### config.mk
export PLATFORM = sky130hd
export DESIGN_NAME = quad_step_gen
export DESIGN_NICKNAME = d
export VERILOG_FILES = /design/src/rtl/quad_step_gen.sv
export SDC_FILE = /design/constraint.sdc
export NUM_CORES = 1
export LEC_CHECK = 0
export CORE_UTILIZATION = 45
export DETAILED_ROUTE_END_ITERATION = 8
export REMOVE_ABC_BUFFERS = 1
export SLEW_MARGIN = 40
export SYNTH_ARGS = -nofsm -noshare
export SYNTH_HDL_FRONTEND = slang
export SYNTH_SLANG_ARGS = --single-unit
### constraint.sdc
create_clock -name clk -period 1.9 [get_ports clk]
set_input_delay 0.57 -clock clk [delete_from_list [all_inputs] [get_ports clk]]
set_output_delay 0.57 -clock clk [all_outputs]
set_load 0.005 [all_outputs]
### src/rtl/quad_step_gen.sv
// Quadrature encoder front end: synchronises and filters channels A/B, then turns each
// legal Gray-code transition into a one-cycle step strobe plus a direction level.
module quad_step_gen #(
  parameter int unsigned FILT_CYC = 4
) (
  input  logic clk,
  input  logic rst_n,
  input  logic A,
  input  logic B,
  input  logic err_clr,
  output logic en,
  output logic dwn,
  output logic err
);

  localparam logic [3:0] FiltMax = 4'(FILT_CYC);

  localparam logic [0:0] StInit  = 1'b0;
  localparam logic [0:0] StTrack = 1'b1;

  // Synchroniser flops
  logic a_meta_q, a_sync_q;
  logic b_meta_q, b_sync_q;

  // Filter state
  logic [3:0] cnt_a_q, cnt_a_d;
  logic [3:0] cnt_b_q, cnt_b_d;
  logic       filt_a_q, filt_a_d;
  logic       filt_b_q, filt_b_d;
  logic       qual_a, qual_b;

  // Control state
  logic [0:0] state_q, state_d;
  logic [3:0] stab_q, stab_d;
  logic       stable;

  // Output registers
  logic en_q, en_d;
  logic dwn_q, dwn_d;
  logic err_q, err_d;

  logic [1:0] pos_q, pos_d;

  // Next position in the count-up Gray sequence 00->01->11->10->00.
  function automatic logic [1:0] up_next(input logic [1:0] p);
    logic [1:0] r;
    unique case (p)
      2'b00:   r = 2'b01;
      2'b01:   r = 2'b11;
      2'b11:   r = 2'b10;
      default: r = 2'b00;
    endcase
    return r;
  endfunction

  always_comb begin
    // A channel qualifies on the edge its counter would reach FiltMax.
    qual_a   = (a_sync_q != filt_a_q) && ((cnt_a_q + 4'd1) == FiltMax);
    qual_b   = (b_sync_q != filt_b_q) && ((cnt_b_q + 4'd1) == FiltMax);
    cnt_a_d  = ((a_sync_q == filt_a_q) || qual_a) ? 4'd0 : cnt_a_q + 4'd1;
    cnt_b_d  = ((b_sync_q == filt_b_q) || qual_b) ? 4'd0 : cnt_b_q + 4'd1;
    filt_a_d = qual_a ? a_sync_q : filt_a_q;
    filt_b_d = qual_b ? b_sync_q : filt_b_q;
  end

  assign pos_q  = {filt_a_q, filt_b_q};
  assign pos_d  = {filt_a_d, filt_b_d};
  assign stable = (a_sync_q == filt_a_q) && (b_sync_q == filt_b_q) &&
                  (cnt_a_q == 4'd0) && (cnt_b_q == 4'd0);

  always_comb begin
    state_d = state_q;
    stab_d  = stab_q;
    en_d    = 1'b0;
    dwn_d   = dwn_q;
    err_d   = err_q & ~err_clr;
    unique case (state_q)
      StInit: begin
        if (!stable) begin
          stab_d = 4'd0;
        end else if ((stab_q + 4'd1) == FiltMax) begin
          stab_d  = 4'd0;
          state_d = StTrack;
        end else begin
          stab_d = stab_q + 4'd1;
        end
      end
      default: begin
        if (qual_a && qual_b) begin
          // Two-bit jump: position is lost, so flag it but keep tracking from here.
          err_d = 1'b1;
        end else if (qual_a || qual_b) begin
          en_d  = 1'b1;
          dwn_d = (pos_d != up_next(pos_q));
        end
      end
    endcase
  end

  always_ff @(posedge clk) begin
    if (!rst_n) begin
      a_meta_q <= 1'b0;
      a_sync_q <= 1'b0;
      b_meta_q <= 1'b0;
      b_sync_q <= 1'b0;
      cnt_a_q  <= 4'd0;
      cnt_b_q  <= 4'd0;
      filt_a_q <= 1'b0;
      filt_b_q <= 1'b0;
      state_q  <= StInit;
      stab_q   <= 4'd0;
      en_q     <= 1'b0;
      dwn_q    <= 1'b0;
      err_q    <= 1'b0;
    end else begin
      a_meta_q <= A;
      a_sync_q <= a_meta_q;
      b_meta_q <= B;
      b_sync_q <= b_meta_q;
      cnt_a_q  <= cnt_a_d;
      cnt_b_q  <= cnt_b_d;
      filt_a_q <= filt_a_d;
      filt_b_q <= filt_b_d;
      state_q  <= state_d;
      stab_q   <= stab_d;
      en_q     <= en_d;
      dwn_q    <= dwn_d;
      err_q    <= err_d;
    end
  end

  assign en  = en_q;
  assign dwn = dwn_q;
  assign err = err_q;

endmodule

==> impl_results.md <==
- CP Capture Type: flip-flop
- Number of global-route vias before repair: 808
- Worst skew pair latency: 0.30 ns
- Post-Place Cell Area: 1200 sq um
- Synth warn: 0
- CP Buf/Inv Count: 0
- Initial DRC Count: 15
- First-pass GRT wire length: 3520 um
- Highest fanout seen on the critical path: 6
- Inserted Clock Buffers: 3
- CTS tree: done
- Overflow after GRT: 0
- I/O Buffers: 7
- Psw: 0.000179 W
- Startpoint types: flip-flop
- DIE AREA: 2600 sq um
- FILL cells: 218
- Clk pin slew, worst setup/hold paths: 0.12 ns
- Vias per cell: 5.24
- Register area share after synthesis: 40.8%
- Final setup fails: 0
- CP delay by family, top: compound AO/OA/AOI/OAI gates
- CP Class: flip-flop to flip-flop
- Core ar.: 2230 sq um
- Longest Clk Path Bufs: 2
- DRT Wirelength: 1950 um
- Max Clock Skew: 0.00136 ns
- # diodes: 0
- Power per standard cell area: 637 nW/um^2
- Final Cell Area: 1250 sq um
- Synthesized area: 1080 sq um
- Syn_area_per_cell: 9.00 sq um
- Class of the worst hold path: flip-flop to flip-flop
- Worst-Margin Slew: 0.415 ns
- Status: completed
- Clk root buf: clkbuf_4
- First drt pass iteration count: 4
- DR vias: 849
- Highest ir drop seen on vdd: 0.000360 V
- Asr flop ratio synth: 0%
- H-tree Lvls: 1
- WL per Instance: 12.0 um
- CP required: 2.12 ns
- Std cell rows: 17
- Met2 routed WL: 849 um
- Met1 wire length: 1030 um
- Num ports: 8
- Area growth syn-to-layout: 16.2%
- Nets: 147
- Switching Fraction: 22.4%
- Fin crit share: 92.8%
- Max cap viols: 0
- Post-synth EDFFs: 0
- Met3 WL: 41 um
- Largest net degree at the start of global routing: 13
- RSZ-0062 raised after global routing: false
- CP Cell Sequence: ha_1 -> nand2b_1 -> o21ai_2 -> a21oi_1 -> o31a_1 -> o41ai_2
- Final min period: 1.76 ns
- Pleak: 0.495 nW
- GRT Util Overall: 18.2%
- Final Max Tran Viols: 0
- GPL Wtd Cong: 0.829
- CP arrival: 1.98 ns
- Die Y: 51.0 um
- Fmax: 567 MHz
- Initial antenna violation count: 0
- Synth Flop Type: dfxtp_1
- Top sig layer: met4
- Die width: 51.0 um
- Sink Count: 22
- Final HPWL DP: 1510 um
- Initial Utilization: 48.3%
- Power share of the combinational group: 7.6%
- Clk network pwr share: 32.0%
- Int Power: 0.000620 W
- Hold Fails Final Rpt: 0
- Proportion of layout cells with a drive suffix above 1: 8.21%
- Relative slew margins: 72.1%
- Cell variety after synth: 36
- Pre-CTS setup slack: 0.138 ns
- Crit-path slowest cell: dfxtp_1
- Post-route ant nets: 0
- Worst setup margin: 0.137 ns
- Largest stage delay, worst path: 0.37 ns
- FF+latch count, synth: 22
- Final setup TNS: 0 ns
- Seq pwr share: 60.5%
- Hold-fix buffers at CTS: 0
- DRC violation count after routing: 0
- Synth Instances: 120
[area by class of cell]
class	count	area (sq um)	share of cell area (%)
clock buffer	4	36.3	2.89
inverter	7	26.3	2.09
multi-input combinational	89	609	48.6
sequential	22	440	35.1
tap	28	35.0	2.79
timing repair buffer	12	108	8.57
[state kept, by name, summed over array words and instances (netlist names)]
signal    count
dwn           1
filt_b_q      1
a_meta_q      1
filt_a_q      1
cnt_a_q       4
err           1
b_sync_q      1
a_sync_q      1
cnt_b_q       4
stab_q        4
state_q       1
en            1
b_meta_q      1
[cells in the final DEF, fill, tap and decap left out, types with 4 or more instances in the layout]
cell type | synthesis | final
buf_4 | 0 | 5
nand2b_1 | 5 | 5
nor2_1 | 14 | 14
nor3_1 | 4 | 4
clkdlybuf4s50_1 | 0 | 7
nand3_1 | 5 | 5
ha_1 | 7 | 7
xor2_1 | 5 | 5
and2_1 | 6 | 6
a21oi_1 | 5 | 5
inv_1 | 6 | 6
o21a_1 | 4 | 4
dfxtp_1 | 22 | 22
[power by group through the flow]
| stage | sequential [W] | combinational (W) | clock (W) |
|---|---|---|---|
| finish | 0.000483 | 0.0000605 | 0.000255 |
| global route | 0.000486 | 0.0000694 | 0.000286 |
| CTS | 0.000484 | 0.0000544 | 0.000267 |
| detailed placement | 0.000494 | 0.0000536 | 0 |
| global placement | 0.000493 | 0.0000523 | 0 |
| floorplan | 0.000491 | 0.0000320 | 0 |
[worst register-to-register path, delay by kind of cell, from the launching register on]
family          cells  cell delay, ns
flops               1            0.37
compound gates      4            0.88
fa+ha+maj           1            0.24
simple gates        1            0.19
[timing repair]
action | 4_1_cts | 5_1_grt
gates resized for setup | 0 | 2
setup endpoints to repair | 0 | 2
setup buffers | 0 | 2
[per-stage QoR]
stage               utilization, %  instances  total power, W  hold WS [ns]
CTS                           55.4        160        0.000805         0.457
global route                  56.2        162        0.000842         0.473
floorplan                        -        118        0.000523         0.412
finish                        56.2        162        0.000799         0.452
global placement              53.7        156        0.000545         0.424
detailed placement            53.7        156        0.000548         0.427
[per-layer routing]
layer / GRT usage, % / vias up
met5: 0 / -
met1: 24.2 / 387
met4: 6.94 / 0
met2: 28.9 / 10
li1: - / 448
met3: 3.57 / 4
[worst paths after layout]
| kind | start | endpoint | slack (ns) | cells past startpoint |
|---|---|---|---|---|
| worst max-delay path | cnt_a_q[0]$_SDFF_PP0_ | dwn$_SDFFE_PN0P_ | 0.14 | 6 |
| worst min-delay path | b_meta_q$_SDFF_PN0_ | b_sync_q$_SDFF_PN0_ | 0.45 | 1 |
| worst max register to register | cnt_a_q[0]$_SDFF_PP0_ | dwn$_SDFFE_PN0P_ | 0.14 | 6 |
| worst min register to register | b_meta_q$_SDFF_PN0_ | b_sync_q$_SDFF_PN0_ | 0.45 | 1 |
[Yosys cell counts (3+ instances only)]
cell | number | share of area (%)
a21oi_1 | 5 | 2.3
and2_1 | 6 | 3.5
dfxtp_1 | 22 | 41
ha_1 | 7 | 8.1
inv_1 | 6 | 2.1
nand2_1 | 3 | 1.0
nand2b_1 | 5 | 2.9
nand3_1 | 5 | 2.3
nand3b_1 | 3 | 2.1
nor2_1 | 14 | 4.9
nor3_1 | 4 | 1.9
o21a_1 | 4 | 2.8
o21ai_1 | 3 | 1.4
xnor2_1 | 3 | 2.4
xor2_1 | 5 | 4.1
[cells by family after synthesis]
logic type | share of synthesized area [%]
and+or+nand+nor | 25.7
DFF | 40.8
muxes | 0.927
adders and majority gates | 8.11
buffers and inverters | 3.13
xor gates and xnor gates | 6.49
AOI/OAI and AO/OA | 14.8
Note: power is estimated with default switching activity, not from simulation.
